**src/rtl/pdua_pkg.sv**
```systemverilog
// Shared encodings for the PDUA control unit: instruction fields, class and
// condition codes, and the control FSM state set.
package pdua_pkg;

    localparam int IR_CLASS_HI = 7;
    localparam int IR_CLASS_LO = 5;
    localparam int IR_SHAMT_HI = 4;
    localparam int IR_SHAMT_LO = 3;
    localparam int IR_FUNC_HI  = 2;
    localparam int IR_FUNC_LO  = 0;

    typedef enum logic [2:0] {
        CLS_ALU  = 3'b000,
        CLS_LDI  = 3'b001,
        CLS_LDM  = 3'b010,
        CLS_STM  = 3'b011,
        CLS_JMP  = 3'b100,
        CLS_ILL5 = 3'b101,
        CLS_ILL6 = 3'b110,
        CLS_HALT = 3'b111
    } class_e;

    typedef enum logic [2:0] {
        COND_ALWAYS = 3'b000,
        COND_Z      = 3'b001,
        COND_N      = 3'b010,
        COND_C      = 3'b011,
        COND_P      = 3'b100,
        COND_NZ     = 3'b101,
        COND_NN     = 3'b110,
        COND_NC     = 3'b111
    } cond_e;

    typedef enum logic [2:0] {
        ST_FETCH    = 3'd0,
        ST_DECODE   = 3'd1,
        ST_FETCH_OP = 3'd2,
        ST_EXEC     = 3'd3,
        ST_MEM      = 3'd4,
        ST_HALT     = 3'd5
    } state_e;

endpackage

```
**src/rtl/pdua_control_unit_branch_cond.sv**
```systemverilog
// Jump condition evaluator: maps the condition field and ALU flags to take.
module branch_cond
    import pdua_pkg::*;
(
    input  logic [2:0] cond_i,
    input  logic       c_i,
    input  logic       n_i,
    input  logic       p_i,
    input  logic       z_i,
    output logic       take_o
);

    always_comb begin
        take_o = 1'b0;
        case (cond_e'(cond_i))
            COND_ALWAYS: take_o = 1'b1;
            COND_Z:      take_o = z_i;
            COND_N:      take_o = n_i;
            COND_C:      take_o = c_i;
            COND_P:      take_o = p_i;
            COND_NZ:     take_o = ~z_i;
            COND_NN:     take_o = ~n_i;
            COND_NC:     take_o = ~c_i;
            default:     take_o = 1'b0;
        endcase
    end

endmodule

```
**src/rtl/pdua_control_unit.sv**
```systemverilog
// Hardwired multi-cycle control FSM for the PDUA 8-bit processor: sequences
// fetch, operand fetch, execute and memory access, and drives the ALU controls.
module pdua_control_unit
    import pdua_pkg::*;
#(
    parameter int MAX_WIDTH = 8
) (
    input  logic                 clk,
    input  logic                 rst,
    input  logic [MAX_WIDTH-1:0] mem_rdata,
    input  logic                 mem_ready,
    input  logic                 C,
    input  logic                 N,
    input  logic                 P,
    input  logic                 Z,
    output logic [2:0]           selop,
    output logic [1:0]           shamt,
    output logic                 enaf,
    output logic                 acc_we,
    output logic                 acc_src,
    output logic                 ir_we,
    output logic                 opr_we,
    output logic                 pc_inc,
    output logic                 pc_load,
    output logic                 addr_sel,
    output logic                 mem_rd,
    output logic                 mem_wr,
    output logic                 halted,
    output logic                 illegal
);

    state_e               state_q, state_d;
    logic [MAX_WIDTH-1:0] ir_q, ir_d;
    logic                 illegal_q, illegal_d;
    logic                 take;
    class_e               cls;

    assign cls = class_e'(ir_q[IR_CLASS_HI:IR_CLASS_LO]);

    branch_cond u_branch_cond (
        .cond_i (ir_q[IR_FUNC_HI:IR_FUNC_LO]),
        .c_i    (C),
        .n_i    (N),
        .p_i    (P),
        .z_i    (Z),
        .take_o (take)
    );

    always_ff @(posedge clk) begin
        if (rst) begin
            state_q   <= ST_FETCH;
            ir_q      <= '0;
            illegal_q <= 1'b0;
        end else begin
            state_q   <= state_d;
            ir_q      <= ir_d;
            illegal_q <= illegal_d;
        end
    end

    always_comb begin
        state_d   = state_q;
        ir_d      = ir_q;
        illegal_d = illegal_q;
        selop     = 3'b000;
        shamt     = 2'b00;
        enaf      = 1'b0;
        acc_we    = 1'b0;
        acc_src   = 1'b0;
        ir_we     = 1'b0;
        opr_we    = 1'b0;
        pc_inc    = 1'b0;
        pc_load   = 1'b0;
        addr_sel  = 1'b0;
        mem_rd    = 1'b0;
        mem_wr    = 1'b0;
        halted    = 1'b0;
        illegal   = illegal_q;

        case (state_q)
            ST_FETCH: begin
                mem_rd = 1'b1;
                if (mem_ready) begin
                    ir_we   = 1'b1;
                    pc_inc  = 1'b1;
                    ir_d    = mem_rdata;
                    state_d = ST_DECODE;
                end
            end
            ST_DECODE: begin
                case (cls)
                    CLS_ALU:  state_d = ST_EXEC;
                    CLS_HALT: state_d = ST_HALT;
                    CLS_ILL5, CLS_ILL6: begin
                        illegal_d = 1'b1;
                        state_d   = ST_HALT;
                    end
                    default:  state_d = ST_FETCH_OP;
                endcase
            end
            ST_FETCH_OP: begin
                mem_rd = 1'b1;
                if (mem_ready) begin
                    opr_we = 1'b1;
                    pc_inc = 1'b1;
                    if (cls == CLS_LDI) begin
                        acc_we  = 1'b1;
                        acc_src = 1'b1;
                        state_d = ST_FETCH;
                    end else begin
                        state_d = ST_EXEC;
                    end
                end
            end
            ST_EXEC: begin
                case (cls)
                    CLS_ALU: begin
                        selop   = ir_q[IR_FUNC_HI:IR_FUNC_LO];
                        shamt   = ir_q[IR_SHAMT_HI:IR_SHAMT_LO];
                        enaf    = 1'b1;
                        acc_we  = 1'b1;
                        state_d = ST_FETCH;
                    end
                    CLS_JMP: begin
                        pc_load = take;
                        state_d = ST_FETCH;
                    end
                    CLS_LDM, CLS_STM: state_d = ST_MEM;
                    default:          state_d = ST_FETCH;
                endcase
            end
            ST_MEM: begin
                // Address and strobe are held steady until the memory accepts.
                addr_sel = 1'b1;
                mem_rd   = (cls == CLS_LDM);
                mem_wr   = (cls == CLS_STM);
                if (mem_ready) begin
                    if (cls == CLS_LDM) begin
                        acc_we  = 1'b1;
                        acc_src = 1'b1;
                    end
                    state_d = ST_FETCH;
                end
            end
            ST_HALT: begin
                halted = 1'b1;
            end
            default: state_d = ST_FETCH;
        endcase

        // Reset aborts whatever is in flight: nothing may leak out this cycle.
        if (rst) begin
            selop    = 3'b000;
            shamt    = 2'b00;
            enaf     = 1'b0;
            acc_we   = 1'b0;
            acc_src  = 1'b0;
            ir_we    = 1'b0;
            opr_we   = 1'b0;
            pc_inc   = 1'b0;
            pc_load  = 1'b0;
            addr_sel = 1'b0;
            mem_rd   = 1'b0;
            mem_wr   = 1'b0;
            halted   = 1'b0;
            illegal  = 1'b0;
        end
    end

endmodule

```
**config.mk**
```make
export PLATFORM = sky130hd
export DESIGN_NAME = pdua_control_unit
export DESIGN_NICKNAME = d
export VERILOG_FILES = /design/src/rtl/pdua_pkg.sv /design/src/rtl/pdua_control_unit_branch_cond.sv /design/src/rtl/pdua_control_unit.sv
export SDC_FILE = /design/constraint.sdc
export NUM_CORES = 1
export LEC_CHECK = 0
export BUFFER_PORTS_ARGS = -buffer_cell sky130_fd_sc_hd__buf_2
export CAP_MARGIN = 20
export CORE_MARGIN = 1.5
export CORE_UTILIZATION = 50
export CTS_BUF_LIST = sky130_fd_sc_hd__clkbuf_8
export CTS_CLUSTER_DIAMETER = 200
export DETAILED_ROUTE_END_ITERATION = 12
export GPL_ROUTABILITY_DRIVEN = 0
export PLACE_DENSITY = 0.82
export SYNTH_ARGS = -nofsm -noshare
export SYNTH_HDL_FRONTEND = slang
export SYNTH_SLANG_ARGS = --single-unit
```
**constraint.sdc**
```tcl
create_clock -name clk -period 3.96 [get_ports clk]
set_clock_uncertainty 0.2 [all_clocks]
set_input_delay 0 -clock clk [delete_from_list [all_inputs] [get_ports clk]]
set_output_delay 0 -clock clk [all_outputs]
set_load 0.02 [all_outputs]
```
==> run_results.csv, run 1 <==
group,metric,value,unit
final_layout,finalNonFillerCells,163,
global_routing,grt-ovfl-total,0,
floorplan,effective_utilization_at_floorplan,53.74,%
final_layout,layout-drive-gt1-share,27.21,%
sta,maxSlewHeadroom,61.81,%
placement,io_buffer_count,31,
global_routing,grt_max_degree,22,
placement,hpwlAfterDp,1.388,mm
setup_path,worst-setup-path-type,"register to register",
cts,tritoncts_clock_tree,"done",
yosys,synth_enable_flop_cells,0,
global_routing,antenna_found_initial,0,
route,detailed_route_iter0_violations,23,
final_layout,diodes,0,
floorplan,fp.coreArea,0.001506,sq mm
yosys,post-synth-top-area-cell,"sky130_fd_sc_hd__dfxtp_1",
sta,worst_pin_slew,572.0,ps
cts,cts.repair.resized,0,
yosys,synthesis.area_per_instance,7.566,sq um
sta,layout_worst_path_cycle_share,53.28,%
power_and_ir_drop,vdd_ir_drop_max,0.0002767,V
route,drtPass1Iterations,4,
sta,rsz_0062_raised_after_global_routing,"no",
floorplan,die_h,43.24,um
final_layout,area.growth.synth_to_final,38.79,%
route,remaining_drc_errors,0,
final_layout,seq_area,240.2,sq um
yosys,synth-async-reset-ratio,0,%
yosys,post_syn_instances,107,
sta,final.min_clock_period,2110,ps
placement,dp.cells,145,
yosys,netlist.area_leader.share,29.68,%
sta,fin_worst_hold_slack,21.67,ps
yosys,synth_nets,122,
route,routed-via-count,920,
power_and_ir_drop,total_leakage_power,0.0005139,uW
sta,hold_viol,0,
floorplan,num_io_pins,32,
route,average_wire_per_standard_cell,13.13,um
setup_path,cp_required,3880,ps
cts,root_buffer_cell,"sky130_fd_sc_hd__clkbuf_8",
final_layout,multi_input_area,509.2,sq um
yosys,synth-seq-cells,12,
setup_path,setup.worst_path.start_class,"register",
cts,cts_buffer_depth,2,
sta,final_slew_violations,0,
global_routing,global_route_wire_length_before_repair,3.588,mm
job,maxCapViolCount,0,
run_status,run_status,"complete, no violations",
yosys,synth.lib_cells_used.distinct,37,
cts,htreeDepth,1,
yosys,yosysSeqAreaShare,29.68,%
yosys,synth.area.top_cells,"sky130_fd_sc_hd__dfxtp_1 (30%), sky130_fd_sc_hd__nand2_1 (9.3%), sky130_fd_sc_hd__a21oi_1 (7.4%)",
final_layout,n_fill_cell,127,
floorplan,design.die.area,0.001869,sq mm
yosys,ys.flop_type,"sky130_fd_sc_hd__dfxtp_1",
cts,numCtsBuffers,3,
route,drt-total-wl,2.141,mm
setup_path,timing.critical_path.to_type,"register",
floorplan,die_width,43.24,um
setup_path,critical_path_peak_fanout,17,
global_routing,groute.usage.overall,25.02,%
power_and_ir_drop,power-per-cell-area,449.7,mW/mm^2
setup_path,worst-endpoint-arrival,2030,ps
cts,clk_transition_reported_paths,50,ps
sta,timing.fmax,0.4740,GHz
route,post_drt_via_cell_ratio,5.644,
hold_path,hp-class,"input port to register",
cts,clock_sinks,12,
cts,clkLatencyLatePin,240,ps
sta,totalNegativeSetupSlack,0,ps
global_routing,grt_pass1_vias,833,
route,antenna_left,0,
floorplan,placement_rows,14,
yosys,post_synth_instance_area,809.5,sq um
final_layout,design.final.nets,164,
sta,setup-violations-final,0,
yosys,yosysWarnings,0,
==> area by class of cell <==
cell class / instances / area share (%)
Sequential cell: 12 / 21.38
Inverter: 2 / 0.6682
Multi-Input combinational cell: 84 / 45.32
Timing Repair Buffer: 46 / 27.17
Clock buffer: 3 / 3.675
Tap cell: 16 / 1.782
==> cell families after synthesis <==
family / share of synthesized area, %
AND/OR/NAND/NOR: 37.56
AO/OA/AOI/OAI: 20.87
flip-flops: 29.68
buffers and inverters: 7.419
XOR/XNOR: 3.246
multiplexers: 1.237
==> power breakdown <==
group          internal (uW)  leakage, uW  total, uW  switching, uW
registers                145    0.0000982        200           54.9
logic                   93.5     0.000394        196            102
clock network           66.8    0.0000216        109           42.4
total                    306     0.000514        505            199
==> cell usage after synthesis, drive strengths merged, types with 2 or more instances <==
cell	number
nor2	8
nand2	20
a21oi	12
and2	6
nor4	2
inv	2
dfxtp	12
nand2b	2
nor4bb	2
nor2b	3
xnor2	2
nor3	6
o21ai	3
a211oi	2
buf	8
nor3b	2
==> worst paths after layout <==
path | cells after the start | endpoint | slack [ps] | start
worst max-delay path | 4 | ir_q[3] | 1850 | state_q[2]
worst min-delay path | 2 | ir_q[6] | 20 | rst
worst max register to register | 4 | ir_q[3] | 1850 | state_q[2]
worst min register to register | 2 | ir_q[1] | 360 | ir_q[1]
==> registers in the layout, indices dropped and copies added, names as in the netlist <==
signal	count
state_q	3
illegal_q	1
ir_q	8
==> layout by cell type (no fill, tap or decap), drive strengths merged, types with 2 or more instances in the layout <==
master,Yosys,layout
a211oi,2,2
a21oi,12,12
and2,6,6
buf,8,31
clkbuf,1,3
dfxtp,12,12
dlygate4sd3,0,15
inv,2,2
nand2,20,20
nand2b,2,2
nor2,8,8
nor2b,3,3
nor3,6,6
nor3b,2,2
nor4,2,2
nor4bb,2,2
o21ai,3,3
xnor2,2,2
==> layer usage <==
layer,track usage (%),part of all wire [%],vias to the layer above
met5,0,0,-
met4,7.273,0.47,0
met3,3.830,3.9,2
met2,41.19,53,29
met1,33.42,43,437
li1,-,-,452
==> stage by stage <==
step / power (uW) / instance area [sq um] / util [%] / setup WS, ps
after floorplan: 337.6 / 809.5 / - / 2355
after global placement: 365.8 / 932.1 / 61.88 / 2335
after global routing: 542.0 / 1124 / 74.58 / 1683
final: 505.2 / 1124 / 74.58 / 1850
after CTS: 503.3 / 1124 / 74.58 / 1875
after detailed placement: 374.6 / 932.1 / 61.88 / 2293
==> what timing repair did <==
item                      in CTS  in global routing
hold buffers                  15                  0
buffers inserted               0                  0
hold endpoints to repair       9                  0
==> critical path, cell delays in order (launching register included) <==
cell	delay [ps]
sky130_fd_sc_hd__dfxtp_1	480
sky130_fd_sc_hd__or3_1	560
sky130_fd_sc_hd__nand2_1	120
sky130_fd_sc_hd__a21oi_1	70
sky130_fd_sc_hd__dlygate4sd3_1	570
Power figures use the tool's default switching activity.
==> run 2, diff against run 1 <==
ABC_AREA = 1   (was not set)
CORE_UTILIZATION = 48   (was 50)
PLACE_DENSITY = 0.8   (was 0.82)
clock period = 2.2 ns   (was 3.96 ns; I/O delays follow)
==> run 2 against run 1 <==
  * Clock-buffer cell count up 1
  * Critical path depth is 2 higher
  * Flip-flop and latch count unchanged
  * Global-route usage increased by 0.86 points
  * Utilization shrank 2.1 points
  * Clock power is 130% higher
  * Worst setup slack got worse by 1600 ps
  * Cell area shrank 3.9%
  * Worst hold slack better by 230 ps
  * Synthesized cell count up 16%
  * Highest routed layer unchanged
==> run_results.csv, run 2 <==
group,metric,value,unit
route,average_wire_per_standard_cell,11.98,um
sta,rsz_0062_raised_after_global_routing,"no",
sta,timing.fmax,0.5258,GHz
power_and_ir_drop,power.share.combinational,25.8,%
run_status,run_status,"complete, no violations",
yosys,synth_mux_area_share,0,%
yosys,synth-async-reset-ratio,0,%
yosys,netlist.area_leader.share,31.58,%
yosys,synth.lib_cells_used.distinct,23,
final_layout,design.final.nets,183,
power_and_ir_drop,clkPwrFrac,36.1,%
yosys,yosys.area_share.adder,0,%
setup_path,worst-endpoint-arrival,1700,ps
placement,hpwlAfterDp,1.346,mm
power_and_ir_drop,netSwitchingPower,222.5,uW
floorplan,die_h,42.81,um
route,antenna_left,0,
floorplan,fp.coreArea,0.001489,sq mm
cts,cts_buffer_depth,2,
yosys,ys.flop_type,"sky130_fd_sc_hd__dfxtp_1",
floorplan,design.die.area,0.001833,sq mm
sta,final_slew_violations,0,
global_routing,antenna_found_initial,0,
yosys,synth_enable_flop_cells,0,
setup_path,timing.critical_path.to_type,"primary output",
floorplan,num_io_pins,32,
yosys,post_synth_instance_area,760.7,sq um
final_layout,layout.core_utilization,72.52,%
final_layout,largest_register_ffs,8,
cts,tritoncts_clock_tree,"done",
global_routing,grt_max_degree,18,
cts,root_buffer_cell,"sky130_fd_sc_hd__clkbuf_8",
power_and_ir_drop,vdd_ir_drop_max,0.0005768,V
final_layout,layout-drive-gt1-share,25.15,%
power_and_ir_drop,power_switching_share,32.25,%
cts,clock_sinks,12,
cts,clk_transition_reported_paths,50,ps
final_layout,n_fill_cell,111,
power_and_ir_drop,power-per-cell-area,639.0,mW/mm^2
power_and_ir_drop,total_leakage_power,0.0005748,uW
global_routing,grt-ovfl-total,0,
final_layout,most_frequent_standard_cell_in_the_layout_excluding_fill_and_tap_cells,"sky130_fd_sc_hd__buf_2",
final_layout,diodes,0,
yosys,yosysWarnings,0,
final_layout,finalNonFillerCells,183,
yosys,post_synth_xor_area_fraction,1.151,%
setup_path,critical_path_peak_fanout,14,
route,routed-via-count,974,
cts,clkLatencyLatePin,250,ps
sta,final.min_clock_period,1902,ps
setup_path,cp_required,2000,ps
yosys,ys_top_cells_by_count,"sky130_fd_sc_hd__nand2_1 (23), sky130_fd_sc_hd__nor2_1 (21), sky130_fd_sc_hd__inv_1 (17)",
job,maxCapViolCount,0,
yosys,synth.area.top_cells,"sky130_fd_sc_hd__dfxtp_1 (32%), sky130_fd_sc_hd__nand2_1 (11%), sky130_fd_sc_hd__nor2_1 (10%)",
route,post_drt_via_cell_ratio,5.322,
route,drtPass1Iterations,4,
yosys,yosysSeqAreaShare,31.58,%
floorplan,placement_rows,14,
global_routing,groute.usage.overall,25.88,%
route,detailed_route_iter0_violations,45,
cts,numCtsBuffers,3,
sta,maxSlewHeadroom,75.23,%
yosys,synth_nets,139,
yosys,synth-seq-cells,12,
route,remaining_drc_errors,0,
yosys,post-synth-top-area-cell,"sky130_fd_sc_hd__dfxtp_1",
yosys,synthesis.area_per_instance,6.135,sq um
sta,setup-violations-final,0,
final_layout,final_design_area_no_fill,0.001080,sq mm
final_layout,regMostFlops,"ir_q",
placement,dpl_cell_area,914.6,sq um
yosys,post_syn_instances,124,
route,drt-total-wl,2.192,mm
setup_path,setup.worst_path.start_class,"input port",
yosys,synth_simple_gate_area_share,36.68,%
final_layout,layout_top_registers,"ir_q x8, state_q x3, illegal_q x1",
yosys,synth_top_family_by_area,"simple AND/OR/NAND/NOR gates",
final_layout,final_cell_mix,"sky130_fd_sc_hd__buf_2 (31), sky130_fd_sc_hd__nand2_1 (23), sky130_fd_sc_hd__nor2_1 (21), sky130_fd_sc_hd__inv_1 (17), sky130_fd_sc_hd__o21ai_0 (13)",
placement,io_buffer_count,31,
cts,htreeDepth,1,
global_routing,global_route_wire_length_before_repair,3.553,mm
floorplan,effective_utilization_at_floorplan,51.09,%
sta,totalNegativeSetupSlack,0,ps
hold_path,hp-class,"register to register",
sta,worst_pin_slew,371.2,ps
sta,layout_worst_path_cycle_share,86.45,%
yosys,synth.most_common_cell,"sky130_fd_sc_hd__nand2_1",
placement,dp.cells,168,
yosys,synth_compound_gate_area_share,18.42,%
final_layout,area.growth.synth_to_final,41.94,%
power_and_ir_drop,power_frac_seq,38.1,%
setup_path,worst-setup-path-type,"input port to primary output",
floorplan,die_width,42.81,um
global_routing,grt_pass1_vias,821,
sta,hold_viol,0,
power_and_ir_drop,p_int,467.5,uW
[run 2: cell count changes after synthesis, sizes merged, moves of 3 or more]
| cell | before | now |
|---|---|---|
| inv | 2 | 19 |
| buf | 8 | 3 |
| and2 | 6 | 2 |
| nor3 | 6 | 3 |
| nand2 | 20 | 24 |
| nor2b | 3 | 0 |
| nand3 | 1 | 5 |
| o21ai | 3 | 14 |
| nor2 | 8 | 23 |
[run 2: cell families after synthesis]
| kind of cell | Yosys count |
|---|---|
| xor+xnor | 1 |
| simple gates | 62 |
| flops | 12 |
| buf+inv | 22 |
| compound gates | 27 |
[run 2: worst paths after layout]
| kind | depth (start not counted) | start | to | slack, ps |
|---|---|---|---|---|
| setup / recovery | 6 | rst | selop[0] | 300 |
| hold / removal | 2 | ir_q[3] | ir_q[3] | 250 |
| setup reg to reg | 8 | state_q[2] | state_q[1] | 360 |
| hold reg to reg | 2 | ir_q[3] | ir_q[3] | 250 |
[run 2: power groups by stage]
| stage | logic, uW | clock network [uW] | registers, uW |
|---|---|---|---|
| after CTS | 174 | 249 | 262 |
| after detailed placement | 154 | 0 | 266 |
| final | 178 | 249 | 263 |
| after floorplan | 122 | 0 | 262 |
| after global placement | 151 | 0 | 265 |
| after global routing | 199 | 263 | 265 |
[run 2: cell type report]
cell class              instances  area, sq um  share of cell area (%)
inverters                      19        71.32                   6.605
clock buffers                   4        55.05                   5.098
flip-flops and latches         12        240.2                   22.25
multi-input cells              90        427.9                   39.63
well taps                      16        20.02                   1.854
repair buffers                 42        265.3                   24.57
[run 2: repair_timing]
item	CTS	global route
gates resized for setup	0	0
endpoints found under the setup margin	0	0
hold buffers	11	0
hold endpoints to repair	11	0
setup buffers	0	0
[run 2: stage by stage]
stage / hold slack (ps) / power [uW] / setup slack (ps)
after CTS: 254.4 / 684.8 / 364.7
after global placement: 77.50 / 416.2 / 782.7
final: 253.5 / 690.0 / 298.2
after global routing: 286.4 / 727.3 / 184.3
after floorplan: -26.67 / 383.5 / 603.9
after detailed placement: 85.28 / 420.5 / 781.4
[run 2: per-layer routing]
layer,up-vias,wire [um],part of all wire (%),GRT usage (%)
li1,488,-,-,-
met1,424,917,42,32.81
met2,55,1055,48,41.52
met3,7,183,8.3,5.532
met4,0,36,1.6,11.88
met5,-,0,0,0
[run 2: worst max-delay path, cell delays in order]
cell	delay, ps
sky130_fd_sc_hd__dlygate4sd3_1	530
sky130_fd_sc_hd__buf_2	180
sky130_fd_sc_hd__inv_1	310
sky130_fd_sc_hd__nand4_2	260
sky130_fd_sc_hd__nor2_1	230
sky130_fd_sc_hd__buf_2	200
